File: config.mk
export PLATFORM = sky130hd
export DESIGN_NAME = fir_out_quant
export DESIGN_NICKNAME = d
export VERILOG_FILES = /design/src/rtl/fir_pkg.sv /design/src/rtl/fir_out_fifo.sv /design/src/rtl/fir_out_quant.sv
export SDC_FILE = /design/constraint.sdc
export NUM_CORES = 1
export LEC_CHECK = 0
export BUFFER_PORTS_ARGS = -buffer_cell sky130_fd_sc_hd__buf_4
export CELL_PAD_IN_SITES_DETAIL_PLACEMENT = 1
export CELL_PAD_IN_SITES_GLOBAL_PLACEMENT = 2
export CORE_MARGIN = 4
export CORE_UTILIZATION = 28
export DETAILED_ROUTE_END_ITERATION = 10
export PLACE_DENSITY_LB_ADDON = 0.1
export SLEW_MARGIN = 0
export SYNTH_ARGS = -nofsm -noshare
export SYNTH_HDL_FRONTEND = slang
export SYNTH_SLANG_ARGS = --single-unit
File: constraint.sdc
create_clock -name clk -period 3.29 [get_ports clk]
set_input_delay 0.8225 -clock clk [delete_from_list [all_inputs] [get_ports clk]]
set_output_delay 0.8225 -clock clk [all_outputs]
set_load 0.05 [all_outputs]
File: src/rtl/fir_pkg.sv
// Types and limits shared by the FIR datapath and its output quantiser.
package fir_pkg;
  localparam int SAMPLE_W = 18;
  localparam int ACC_W    = 54;

  typedef logic signed [SAMPLE_W-1:0] sample_t;
  typedef logic signed [ACC_W-1:0]    acc_t;

  localparam sample_t SAMPLE_MAX = sample_t'((64'sd1 <<< (SAMPLE_W-1)) - 64'sd1);
  localparam sample_t SAMPLE_MIN = sample_t'(-(64'sd1 <<< (SAMPLE_W-1)));
endpackage

File: src/rtl/fir_out_fifo.sv
// Synchronous first-word-fall-through FIFO; full/empty derived from an occupancy count.
module fir_out_fifo #(
  parameter int WIDTH = 19,
  parameter int DEPTH = 4
) (
  input  logic             clk,
  input  logic             rst,
  input  logic             push,
  input  logic [WIDTH-1:0] din,
  input  logic             pop,
  output logic [WIDTH-1:0] dout,
  output logic             valid,
  output logic             full
);
  localparam int AW = (DEPTH > 1) ? $clog2(DEPTH) : 1;
  localparam logic [AW:0] DEPTH_CNT = (AW+1)'(DEPTH);

  logic [WIDTH-1:0] mem [DEPTH];
  logic [AW-1:0]    wr_ptr;
  logic [AW-1:0]    rd_ptr;
  logic [AW:0]      count;
  logic             wr;
  logic             rd;

  assign valid = (count != '0);
  assign full  = (count == DEPTH_CNT);
  assign rd    = pop && valid;
  // A full FIFO still accepts a write when the head leaves in the same cycle.
  assign wr    = push && (!full || rd);
  assign dout  = valid ? mem[rd_ptr] : '0;

  always_ff @(posedge clk or posedge rst) begin
    if (rst) begin
      wr_ptr <= '0;
      rd_ptr <= '0;
      count  <= '0;
    end else begin
      if (wr) wr_ptr <= wr_ptr + 1'b1;
      if (rd) rd_ptr <= rd_ptr + 1'b1;
      case ({wr, rd})
        2'b10:   count <= count + 1'b1;
        2'b01:   count <= count - 1'b1;
        default: count <= count;
      endcase
    end
  end

  always_ff @(posedge clk) begin
    if (wr) mem[wr_ptr] <= din;
  end
endmodule

File: src/rtl/fir_out_quant.sv
// FIR output end: latency-aligned capture, half-up round, shift, saturate, FIFO to stream.
module fir_out_quant
  import fir_pkg::*;
#(
  parameter int IN_W       = ACC_W,
  parameter int OUT_W      = SAMPLE_W,
  parameter int SHIFT      = 17,
  parameter int LAT        = 4,
  parameter int FIFO_DEPTH = 4
) (
  input  logic                    clk,
  input  logic                    rst,
  input  logic                    in_valid,
  input  logic signed [IN_W-1:0]  acc,
  output logic signed [OUT_W-1:0] out_data,
  output logic                    out_sat,
  output logic                    out_valid,
  input  logic                    out_ready,
  output logic                    overrun,
  output logic [15:0]             sat_cnt,
  input  logic                    clr_stat
);
  localparam int R_W = IN_W + 1 - SHIFT;
  localparam logic signed [IN_W:0]  HALF  = (IN_W+1)'(1) << (SHIFT-1);
  localparam logic signed [R_W-1:0] R_MAX = R_W'((64'sd1 <<< (OUT_W-1)) - 64'sd1);
  localparam logic signed [R_W-1:0] R_MIN = R_W'(-(64'sd1 <<< (OUT_W-1)));

  // One guard bit above the accumulator keeps the rounding add from wrapping.
  function automatic logic signed [R_W-1:0] round_shift(input logic signed [IN_W-1:0] a);
    logic signed [IN_W:0] s;
    s = $signed({a[IN_W-1], a}) + HALF;
    return s[IN_W:SHIFT];
  endfunction

  function automatic logic [OUT_W:0] saturate(input logic signed [R_W-1:0] r);
    if (r > R_MAX) return {1'b1, R_MAX[OUT_W-1:0]};
    if (r < R_MIN) return {1'b1, R_MIN[OUT_W-1:0]};
    return {1'b0, r[OUT_W-1:0]};
  endfunction

  logic [LAT-1:0]          vld_dly;
  logic                    vld_p0;
  logic signed [R_W-1:0]   r_p1;
  logic                    vld_p1;
  logic [OUT_W:0]          q_p1;
  logic signed [OUT_W-1:0] data_p2;
  logic                    sat_p2;
  logic                    vld_p2;
  logic [OUT_W:0]          head;
  logic                    fifo_full;

  // p0: in_valid delayed to line up with the matching accumulator value
  always_ff @(posedge clk or posedge rst) begin
    if (rst) vld_dly <= '0;
    else     vld_dly <= (vld_dly << 1) | LAT'(in_valid);
  end
  assign vld_p0 = vld_dly[LAT-1];

  // p1: round and shift
  always_ff @(posedge clk or posedge rst) begin
    if (rst) begin
      vld_p1 <= 1'b0;
      r_p1   <= '0;
    end else begin
      vld_p1 <= vld_p0;
      if (vld_p0) r_p1 <= round_shift(acc);
    end
  end
  assign q_p1 = saturate(r_p1);

  // p2: saturate
  always_ff @(posedge clk or posedge rst) begin
    if (rst) begin
      vld_p2  <= 1'b0;
      sat_p2  <= 1'b0;
      data_p2 <= '0;
    end else begin
      vld_p2 <= vld_p1;
      if (vld_p1) begin
        sat_p2  <= q_p1[OUT_W];
        data_p2 <= q_p1[OUT_W-1:0];
      end
    end
  end

  fir_out_fifo #(
    .WIDTH(OUT_W + 1),
    .DEPTH(FIFO_DEPTH)
  ) u_fifo (
    .clk  (clk),
    .rst  (rst),
    .push (vld_p2),
    .din  ({sat_p2, data_p2}),
    .pop  (out_ready),
    .dout (head),
    .valid(out_valid),
    .full (fifo_full)
  );

  assign out_sat  = head[OUT_W];
  assign out_data = head[OUT_W-1:0];

  always_ff @(posedge clk or posedge rst) begin
    if (rst) begin
      overrun <= 1'b0;
      sat_cnt <= '0;
    end else if (clr_stat) begin
      overrun <= 1'b0;
      sat_cnt <= '0;
    end else begin
      if (vld_p2 && fifo_full && !out_ready) overrun <= 1'b1;
      if (vld_p2 && sat_p2 && (sat_cnt != 16'hFFFF)) sat_cnt <= sat_cnt + 16'd1;
    end
  end
endmodule
Word level (Yosys, flattened, before mapping)
Memories as Yosys holds them, arrays and structs flattened.
Cells that the tools add are included.

word-level totals
  RAM bits = 76
  memories = 1
  output and inout port bits = 37
  logic and storage cells = 53
  bits in read-only memories = 0
  bits in latches = 0
  flip-flop bits (word level) = 87

memories
  name        words  bits a word  rd ports  clocked after Yosys merged registers in  wr ports  line                RTL
  u_fifo.mem  4      19           1         0                                        1         fir_out_fifo.sv:18  logic [WIDTH-1:0] mem [DEPTH];

cells by class
  reduce and logical (&&, ||, !) cells = 13
  order comparisons = 2
  add/subtract/negate cells = 6
  bitwise logic cells = 1
  mux-type cells = 15
  equal/unequal tests = 4
  $mul = 0
  shift operators = 0
  divide/modulo/power cells = 0

operators with widths
  kind                                                              count
  2-to-1 mux 19 bit                                                 5
  adder 54 x 18 -> 55 bit (second input constant)                   1
  greater-than comparator 38 x 18 -> 1 bit (second input constant)  1
  < comparator 38 x 18 -> 1 bit (second input constant)             1
  2-to-1 mux 16 bit                                                 2
  adder 16 x 1 -> 16 bit (second input constant)                    1
  inequality test 16 bit (second input constant)                    1
  2-to-1 mux 1 bit                                                  7
  logical AND 1 bit                                                 6
  case mux 3 bit (2 select lines)                                   1
  nonzero test 2 bit                                                3
  adder 2 x 1 -> 2 bit (second input constant)                      2
  OR 4 x 1 -> 4 bit                                                 1
  adder 3 x 1 -> 3 bit (second input constant)                      1
  == test 3 bit (second input constant)                             1
  nonzero test 3 bit                                                1
  subtractor 3 x 1 -> 3 bit (second input constant)                 1
  == test 2 x 1 -> 1 bit (second input constant)                    1
  == test 2 bit (second input constant)                             1
  logical NOT 1 bit                                                 2
  logical OR 1 bit                                                  1

Logic depth before layout (Yosys ltp)
  word-level depth = 6
  gate-level depth with buffers = 10
  gate-level depth less buffers = 9

Hierarchy
From an unflattened synthesis, not the netlist that was laid out.

unflattened totals
  cells, all modules = 591
  area, all modules = 7,298.2 sq um

by module, submodules not included
  module         times used  area an instance (sq um)  seq. area each (sq um)  cells each
  fir_out_quant  1           4,002.6                   2,001.9                 432
  fir_out_fifo   1           3,295.7                   2,457.4                 159

Worst setup path before layout
Ideal clock, no wire load.

  kind = input-to-reg
  start = in out_ready
  end = reg u_fifo.count[2]
  arrival = 2.370 ns
  setup time = 0.079 ns
  stages = 10
  slack = 0.841 ns
  path through = nor4b_1 > nor2b_1 > clkbuf_1 > inv_1 > ha_1 > inv_1 > fa_1 > xor2_1 > nor2_1 > xor2_1

between the ends
  word-level cells in the longest chain between the ends = 5
  elaborated cells between the ends (all ways) = 7

RTL lines
  element                                                                line                 RTL
  from (decl)                                                            fir_out_quant.sv:18  input logic out_ready,
  logical AND 1 bit (*)                                                  fir_out_fifo.sv:27   assign rd = pop && valid;
  logical OR 1 bit                                                       fir_out_fifo.sv:29   assign wr = push && (!full || rd);
  logical AND 1 bit                                                      fir_out_fifo.sv:29
  == test 2 x 1 -> 1 bit or == test 2 bit (tied branches)                fir_out_fifo.sv:40   case ({wr, rd})
  case mux 3 bit (2 select lines) or nonzero test 2 bit (tied branches)  -
  to (signal assigned)                                                   fir_out_fifo.sv:41   2'b10: count <= count + 1'b1;
  to (signal assigned)                                                   fir_out_fifo.sv:42   2'b01: count <= count - 1'b1;
  to (signal assigned)                                                   fir_out_fifo.sv:43   default: count <= count;
  to (decl)                                                              fir_out_fifo.sv:21   logic [AW:0] count;

Mark *: on every way between the ends. The rest lies on a longest branch, timed or not.
A chain may end at the register's enable or synchronous reset.

Final worst setup path
  start = reg u_fifo.rd_ptr[0]
  end = out out_data[7]

between the ends
  word-level cells in the longest chain between the ends = 2

RTL lines
  element                 line                 RTL
  from (decl)             fir_out_fifo.sv:20   logic [AW-1:0] rd_ptr;
  from (signal assigned)  fir_out_fifo.sv:39   if (rd) rd_ptr <= rd_ptr + 1'b1;
  memory (4 x 19 bit)     -
  2-to-1 mux 19 bit       fir_out_fifo.sv:30   assign dout = valid ? mem[rd_ptr] : '0;
  to (decl)               fir_out_quant.sv:15  output logic signed [OUT_W-1:0] out_data,

No other way between the ends.

==> flow_summary.toml <==
[status]
status = "completed"

[routing]
first_pass_iters = 4
drt_wl_total_um = 16980
route.detailed.drc = 0
ant_nets = 0
vias_per_cell = 4.594
wl_per_cell_um = 16.71
dr.first_iter.drc_count = 157
route.vias.total = 4668

[clock_tree]
tritoncts = "built"
clk_pin_slew_ns = 0.06
post-cts-setup-buffers = 0
clock_latency_ns = 0.43
clock_path_buffers = 2
clock_sinks = 163
htreeDepth = 4
ctsResizeCount = 0
cts-root-buf = "clkbuf_16"
cts_buffers = 17
cts-hold-fix-buffers = 0

[pwr]
swShare_pct = 34.42
peakVddDrop_uv = 637.8
comb_power_share_pct = 31.6
power.internal_mw = 4.485
leakagePower_nw = 3.290
clkPwrFrac_pct = 29.6
p_sw_mw = 2.354
power_frac_seq_pct = 38.8
powerDensity_nw_per_um2 = 764.7

[timing]
final_max_slew_viol_count = 0
setup_violations = 0
min_period_ns = 2.962
tightest_slew_ns = 0.8042
rsz0062_at_grt = "no"
hold_viol_final = 0
slew-limit-headroom_pct = 45.89
period_share_pct = 90.03
fmax_mhz = 337.6
tns_ns = 0
clock_skew_ns = 0.01908

[floorplanning]
rows = 58
fp.dieW_um = 169.9
fp.dieH_um = 169.9
io_pins = 96
start_util_pct = 28.81
coreArea_um2 = 25470
die_area_um2 = 28860

[layout]
layoutNonFillerInstCount = 1016
mostFrequentLayoutCells = "buf_4 (93), dfrtp_1 (86), nor2_1 (76), edfxtp_1 (76), a21oi_1 (56)"
antenna_cells = 0
fillers = 2726
multi_input_area_um2 = 2695
syn_to_final_growth_pct = 21.88
drive_gt1_share_pct = 24.49
layout.area.seq_um2 = 4461
final_nets = 740
mostFrequentLayoutCell = "buf_4"

[global_route]
grt_usage_pct = 12.43
grt_pass1_wl_um = 28090
grt_pass1_vias = 5082
overflow = 0
grt_antenna_before_repair = 0
grt_max_degree = 34

[placed_design]
dp.cells = 984
hpwl_um = 12030
numPortBuffers = 79
gp_congestion = 0.7404

[setup_path]
cp-start-kind = "flop"
arrival_ns = 2.14
critPathMaxFanout = 16
crit_type = "reg2out"
critical_path_required_ns = 2.47
r2r_cells = 6
worst_setup_path_end_kind = "primary output"

[logic_synthesis]
yosysTopAreaCell = "edfxtp_1"
netlist.area_leader.share_pct = 31.10
synth_cell_types = 45
async_flop_share_pct = 53.37
avgSynthCellArea_um2 = 12.46
synthCells = 589
synthesis.nets = 656
ys_seq_elements = 163
ys_seq_area_share_pct = 60.77
netlist_area_um2 = 7338
ys.flop_type = "dfrtp_1"
ys_warn_count = 0
yosys-top-cells-area = "edfxtp_1 (31%), dfrtp_1 (30%), mux4_2 (5.8%), xnor2_1 (3.9%), nor2_1 (3.9%)"
synth-edff-count = 76

[worst_hold_path]
whs_path_depth = 0
min_path_type = "reg2reg"

[job]
cap_violations = 0
[through the flow]
step | setup WS, ns | hold slack (ns) | instance area, um2 | total power, mW | utilization (%)
6_report | 0.3280 | 0.3496 | 8944 | 6.839 | 35.11
5_1_grt | 0.1540 | 0.3549 | 8944 | 7.217 | 35.11
4_1_cts | 0.2430 | 0.3533 | 8944 | 6.975 | 35.11
3_5_place_dp | 0.4235 | 0.3442 | 8337 | 4.915 | 32.73
3_3_place_gp | 0.4832 | 0.3454 | 8337 | 4.862 | 32.73
2_1_floorplan | 0.2173 | 0.3312 | 7338 | 4.174 | -
[critical path, cell delays in order, from the launching register on]
cell     delay [ns]
dfrtp_1        0.60
buf_12         0.24
mux4_2         0.53
and2_1         0.17
buf_4          0.18
[layer usage]
layer	track usage (%)	routed length, um
met1	17.21	8312
met2	19.82	7920
met3	2.462	531
met4	3.924	216
met5	0	0
[synthesized netlist by cell type (5+ instances only)]
cell type	n
edfxtp_1	76
o21ai_0	5
xor2_1	21
dfrtp_1	87
nand4_1	17
and3_1	5
mux4_2	19
nor3_1	8
xnor2_1	33
nor4_1	9
a21oi_1	56
and2_1	30
buf_2	6
ha_1	7
nand3_1	21
nor4_2	11
clkbuf_1	17
inv_1	13
nor2_1	76
and4_1	5
nand2_1	34
[flip-flops by register name (all words and copies together), names as in the netlist]
| name | flops |
|---|---|
| u_fifo.count | 3 |
| vld_dly | 4 |
| u_fifo.rd_ptr | 2 |
| vld_p2 | 1 |
| r_p1 | 38 |
| vld_p1 | 1 |
| sat_p2 | 1 |
| u_fifo.mem | 76 |
| data_p2 | 18 |
| overrun | 1 |
| u_fifo.wr_ptr | 2 |
| sat_cnt | 16 |
[worst paths after layout]
kind | startpoint | endpoint | slack (ns)
max | u_fifo.rd_ptr[0] | out_data[7] | 0.33
min in group asynchronous | rst | r_p1[24] | 0.38
min | vld_dly[2] | vld_dly[3] | 0.35
max in group asynchronous | rst | sat_cnt[2] | 2.26
min reg2reg | vld_dly[2] | vld_dly[3] | 0.35
max reg2reg | u_fifo.count[0] | u_fifo.count[1] | 0.87
[power by group through the flow]
stage	clock [mW]	sequential [mW]	combinational, mW
after global placement	0	2.67	2.19
after detailed placement	0	2.70	2.22
after global routing	2.18	2.69	2.34
final	2.03	2.65	2.16
after CTS	2.10	2.66	2.22
after floorplan	0	2.63	1.54
[cell families after synthesis]
| family | Yosys count | synth area share (%) |
|---|---|---|
| xor+xnor | 54 | 6.445 |
| fa+ha+maj | 8 | 1.466 |
| mux | 23 | 6.411 |
| flops | 163 | 60.77 |
| buf+inv | 42 | 2.506 |
| simple gates | 231 | 17.34 |
| compound gates | 68 | 5.064 |
[layout make-up]
class	count	share of cell area (%)
clock buffer	18	4.799
tap	330	4.617
timing repair buffer	94	8.030
multi-input combinational	384	30.13
clock inverter	14	1.987
inverter	13	0.5596
sequential	163	49.87
Note: power is estimated with default switching activity, not from simulation.
